File: config.mk
export PLATFORM = sky130hd
export DESIGN_NAME = simon_control
export DESIGN_NICKNAME = d
export VERILOG_FILES = /design/src/rtl/simon_control.sv
export SDC_FILE = /design/constraint.sdc
export NUM_CORES = 1
export LEC_CHECK = 0
export BUFFER_PORTS_ARGS = -buffer_cell sky130_fd_sc_hd__buf_2
export CORE_MARGIN = 2
export CORE_UTILIZATION = 50
export CTS_BUF_LIST = sky130_fd_sc_hd__clkbuf_16
export DETAILED_ROUTE_END_ITERATION = 8
export GPL_TIMING_DRIVEN = 0
export PLACE_DENSITY = 0.74
export SETUP_SLACK_MARGIN = 0.5
export SYNTH_ARGS = -nofsm -noshare
export SYNTH_HDL_FRONTEND = slang
export SYNTH_SLANG_ARGS = --single-unit
File: constraint.sdc
create_clock -name clk -period 4.4 [get_ports clk]
set_input_delay 0.66 -clock clk [delete_from_list [all_inputs] [get_ports clk]]
set_output_delay 0.66 -clock clk [all_outputs]
set_load 0.01 [all_outputs]
File: src/rtl/simon_control.sv
// Sequencing FSM for the Simon datapath: phase code, read-mux select, write/advance/clear
// strobes, and dwell pacing so each pattern stays visible for STEP_CYCLES cycles.
module simon_control #(
  parameter int STEP_CYCLES = 4,
  parameter int CNT_W       = 8
) (
  input  logic       clk,
  input  logic       rst,
  input  logic       submit,
  input  logic       is_legal,
  input  logic       mem_full,
  input  logic       seq_end,
  input  logic       input_eq_pattern,
  output logic [2:0] mode_leds,
  output logic [1:0] select,
  output logic       w_en,
  output logic       adv,
  output logic       clr_idx,
  output logic       lose
);

  localparam logic [2:0] S_INPUT    = 3'b001;
  localparam logic [2:0] S_PLAYBACK = 3'b010;
  localparam logic [2:0] S_REPEAT   = 3'b100;
  localparam logic [2:0] S_DONE     = 3'b111;

  localparam logic [CNT_W-1:0] DWELL_LAST = CNT_W'(STEP_CYCLES - 1);

  logic [2:0]       state_q, state_d;
  logic [1:0]       select_q, select_d;
  logic [CNT_W-1:0] dwell_q, dwell_d;
  logic             sub_q, sub_d;
  logic             lose_q, lose_d;
  logic             press, expire;
  logic             w_en_c, adv_c, clr_c;

  assign press  = submit & ~sub_q;
  assign expire = (dwell_q == DWELL_LAST);

  always_comb begin
    state_d  = state_q;
    dwell_d  = dwell_q;
    lose_d   = lose_q;
    sub_d    = submit;
    w_en_c   = 1'b0;
    adv_c    = 1'b0;
    clr_c    = 1'b0;
    select_d = 2'b00;
    unique case (state_q)
      S_INPUT: begin
        dwell_d = '0;
        if (press && is_legal) begin
          clr_c   = 1'b1;
          w_en_c  = ~mem_full;
          state_d = S_PLAYBACK;
        end
      end
      S_PLAYBACK, S_DONE: begin
        // DONE shares the pacing; it wraps to the first entry instead of moving on
        if (expire) begin
          dwell_d = '0;
          if (seq_end) begin
            clr_c = 1'b1;
            if (state_q == S_PLAYBACK) state_d = S_REPEAT;
          end else begin
            adv_c = 1'b1;
          end
        end else begin
          dwell_d = dwell_q + 1'b1;
        end
      end
      S_REPEAT: begin
        dwell_d = '0;
        if (press) begin
          if (!input_eq_pattern) begin
            clr_c   = 1'b1;
            lose_d  = 1'b1;
            state_d = S_DONE;
          end else if (seq_end) begin
            clr_c   = 1'b1;
            state_d = S_INPUT;
          end else begin
            adv_c = 1'b1;
          end
        end
      end
      default: begin
        state_d = S_INPUT;
        dwell_d = '0;
      end
    endcase
    unique case (state_d)
      S_REPEAT: select_d = 2'b01;
      S_DONE:   select_d = 2'b10;
      default:  select_d = 2'b00;
    endcase
  end

  always_ff @(posedge clk) begin
    if (rst) begin
      state_q  <= S_INPUT;
      select_q <= 2'b00;
      dwell_q  <= '0;
      sub_q    <= 1'b1;
      lose_q   <= 1'b0;
    end else begin
      state_q  <= state_d;
      select_q <= select_d;
      dwell_q  <= dwell_d;
      sub_q    <= sub_d;
      lose_q   <= lose_d;
    end
  end

  assign mode_leds = state_q;
  assign select    = select_q;
  assign lose      = lose_q;
  assign w_en      = w_en_c & ~rst;
  assign adv       = adv_c & ~rst;
  assign clr_idx   = clr_c & ~rst;

endmodule
==> results.md <==
* Syn nets at 89
* Ports at 16
* CP Cell Sequence: ha_1 -> nor3b_1 -> nand4_1 -> o2bb2ai_1 -> a21boi_1 -> buf_2
* Final setup violation count at 0
* Ys flop type: dfxtp_1
* Max Fanout on Critical Path at 5
* Final Critical Period at 2490 ps
* FF-to-FF path depth at 5
* Syn Area/Cell at 9.30 sq um
* Largest area contributor in the netlist: dfxtp_1
* Ranking of synthesized cells by area: dfxtp_1 40%, nor2_1 7.5%, xor2_1 5.8%
* GPL Wtd Cong at 0.875
* Slew headroom at 76.0%
* Worst skew pair latency at 240 ps
* Chip Width at 42.8 microns
* Met2 wire len at 592 microns
* Top post-synthesis cells by count: 15 x dfxtp_1, 15 x nor2_1, 6 x nand3_1, 5 x xor2_1
* Vias at 611
* Final Skew at 3.97 ps
* Worst EP arrival at 1830 ps
* Placed wire-length estimate at 981 microns
* Critical Path Max Stage Delay at 390 ps
* Highest routed layer: met4
* R2R Setup Slk at 2760 ps
* Vias in the first global route at 550
* Sequential fraction of the synthesis area at 39.9%
* Crit Path Category: reg2out
* Post-route setup TNS at 0 ps
* Pwr/cell area at 343 mW/mm^2
* Final worst-path cycle share at 56.6%
* Tot GR Track Use at 17.2%
* Number of instances in the placed design at 112
* Largest net degree at the start of global routing at 11
* Antenna violations before repair at 0
* Diodes inserted at 0
* Leak at 0.000406 uW
* #FFs+latches synth at 15
* Critical Path End: clr_idx
* Slowest-stage cell, CP: dfxtp_1
* Met1 Wirelength at 625 microns
* Final Hold Fails at 0
* Peak supply drop at 0.328 mV
* Net count, final at 109
* Num CTS Buffers at 3
* Die height at 42.8 microns
* Outcome: completed
* RSZ-0062 raised after global routing: no
* Post-CTS Resized at 0
* Total core area at 0.00145 sq mm
* Rows at 14
* Drt via density at 5.27
* Drt wl/cell at 11.2 microns
* Max Transition Viols Final at 0
* Clock-pin transition on the worst setup and hold timing paths at 40 ps
* Area Overhead vs Synth at 23.3%
* First-pass GRT wire length at 2370 microns
* Crit path launch: dwell_q[0]$_SDFF_PP0_
* Synth unique cells at 33
* Synth async-reset ratio at 0%
* Initial Util at 51.8%
* Number of synthesized flops with an enable pin at 0
* Layout cells sized above 1 at 30.0%
* CTS tree: built
* First-pass DRT Iterations at 4
* Post-Route WL at 1300 microns
* Hold crit path type: reg2reg
* Worst slew pin tran at 358 ps
* Worst Path Required at 3740 ps
* CTS Buffer Depth at 2
* Fmax at 401 MHz
* 1st-iter DRT viols at 18
* Total gr overflow at 0
* Mapped Area at 753 sq um
* Met3 wire length at 68 microns
* Routed Antenna Nets at 0
* Crit end category: output pin
* Yosys warns at 0
* Post-route DRC violation count at 0
* Synth Instances at 81
* Max Cap Viol at 0
* Reg2reg end: mode_leds[1]$_SDFF_PP0_
* Finished Layout Cells at 116
* Root buffer cell: clkbuf_16
* Hold_buf cts at 0
* Htree depth at 1
* Die area at 0.00183 sq mm
* Worst r2r src: dwell_q[0]$_SDFF_PP0_
* Postcts setup bufs at 0
* Top-area cell type share of the netlist area at 39.9%
* Clk sinks at 15
* I/O Buffers at 15
* CP startpoint kind: flop
-- worst min-delay path by stage --
stage | startpoint | endpoint | slack [ps] | depth (start not counted)
finish | lose$_SDFFE_PP0P_ | lose$_SDFFE_PP0P_ | 470 | 2
global route | dwell_q[0]$_SDFF_PP0_ | dwell_q[0]$_SDFF_PP0_ | 520 | 1
CTS | dwell_q[0]$_SDFF_PP0_ | dwell_q[0]$_SDFF_PP0_ | 480 | 1
detailed placement | lose$_SDFFE_PP0P_ | lose$_SDFFE_PP0P_ | 470 | 2
global placement | lose$_SDFFE_PP0P_ | lose$_SDFFE_PP0P_ | 450 | 2
floorplan | dwell_q[0]$_SDFF_PP0_ | dwell_q[0]$_SDFF_PP0_ | 440 | 1
-- worst max-delay path: cells and delay by family, from the launching register on --
| kind | cells | cell delay, ps |
|---|---|---|
| buf+inv | 1 | 140 |
| flops | 1 | 390 |
| compound gates | 2 | 290 |
| fa+ha+maj | 1 | 250 |
| simple gates | 2 | 520 |
-- sequential cells by signal (all words and copies together) (netlist names) --
register	flops
mode_leds	3
dwell_q	8
lose	1
sub_q	1
select	2
-- final cells by class --
| class | instances | area, sq um |
|---|---|---|
| clock inverters | 1 | 5.00 |
| plain buffers | 3 | 27.5 |
| clock buffers | 3 | 75.1 |
| repair buffers | 15 | 75.1 |
| flip-flops and latches | 15 | 300 |
| inverters | 2 | 7.51 |
| multi-input cells | 61 | 418 |
| well taps | 16 | 20.0 |
| fillers | 127 | 526 |
-- power breakdown --
group	leakage [uW]	internal (uW)	total, uW	switching [uW]
Clock	0.0000409	121	171	50.5
Combinational	0.000244	4.86	10.1	5.21
Sequential	0.000121	137	137	0.171
-- layer usage --
layer,GRT usage (%),up-vias
li1,-,321
met4,7.50,0
met3,6.38,2
met2,25.8,14
met5,0,-
met1,22.0,274
-- kinds of logic after synthesis --
logic type | after synthesis | share of synthesized area, %
AO/OA/AOI/OAI | 8 | 8.31
XOR/XNOR | 9 | 12.8
adder cells (fa/ha/maj) | 1 | 1.66
buffers and inverters | 5 | 4.65
flip-flops | 15 | 39.9
AND/OR/NAND/NOR | 43 | 32.7
-- per-stage QoR --
step	setup WS [ps]	total power, uW	cell area [sq um]	utilization [%]	hold WS, ps
final	1910	318	928	63.9	470
after global routing	1730	330	928	63.9	523
after CTS	1910	323	928	63.9	483
after detailed placement	2010	150	848	58.3	467
after global placement	2020	150	848	58.3	450
after floorplan	2280	144	753	-	438
-- layout by cell type (no fill, tap or decap), types with 2 or more instances in the layout --
| cell type | synthesis | final |
|---|---|---|
| dfxtp_1 | 15 | 15 |
| nor2b_1 | 3 | 3 |
| buf_6 | 2 | 2 |
| inv_1 | 2 | 2 |
| and3_1 | 3 | 3 |
| clkbuf_16 | 0 | 3 |
| xor2_1 | 5 | 5 |
| xnor2_1 | 3 | 3 |
| nor2_1 | 15 | 15 |
| buf_2 | 1 | 16 |
| nand3_1 | 6 | 6 |
| nand4_1 | 3 | 3 |
| or2_2 | 2 | 2 |
No activity file was read; power rests on OpenSTA's default activity.
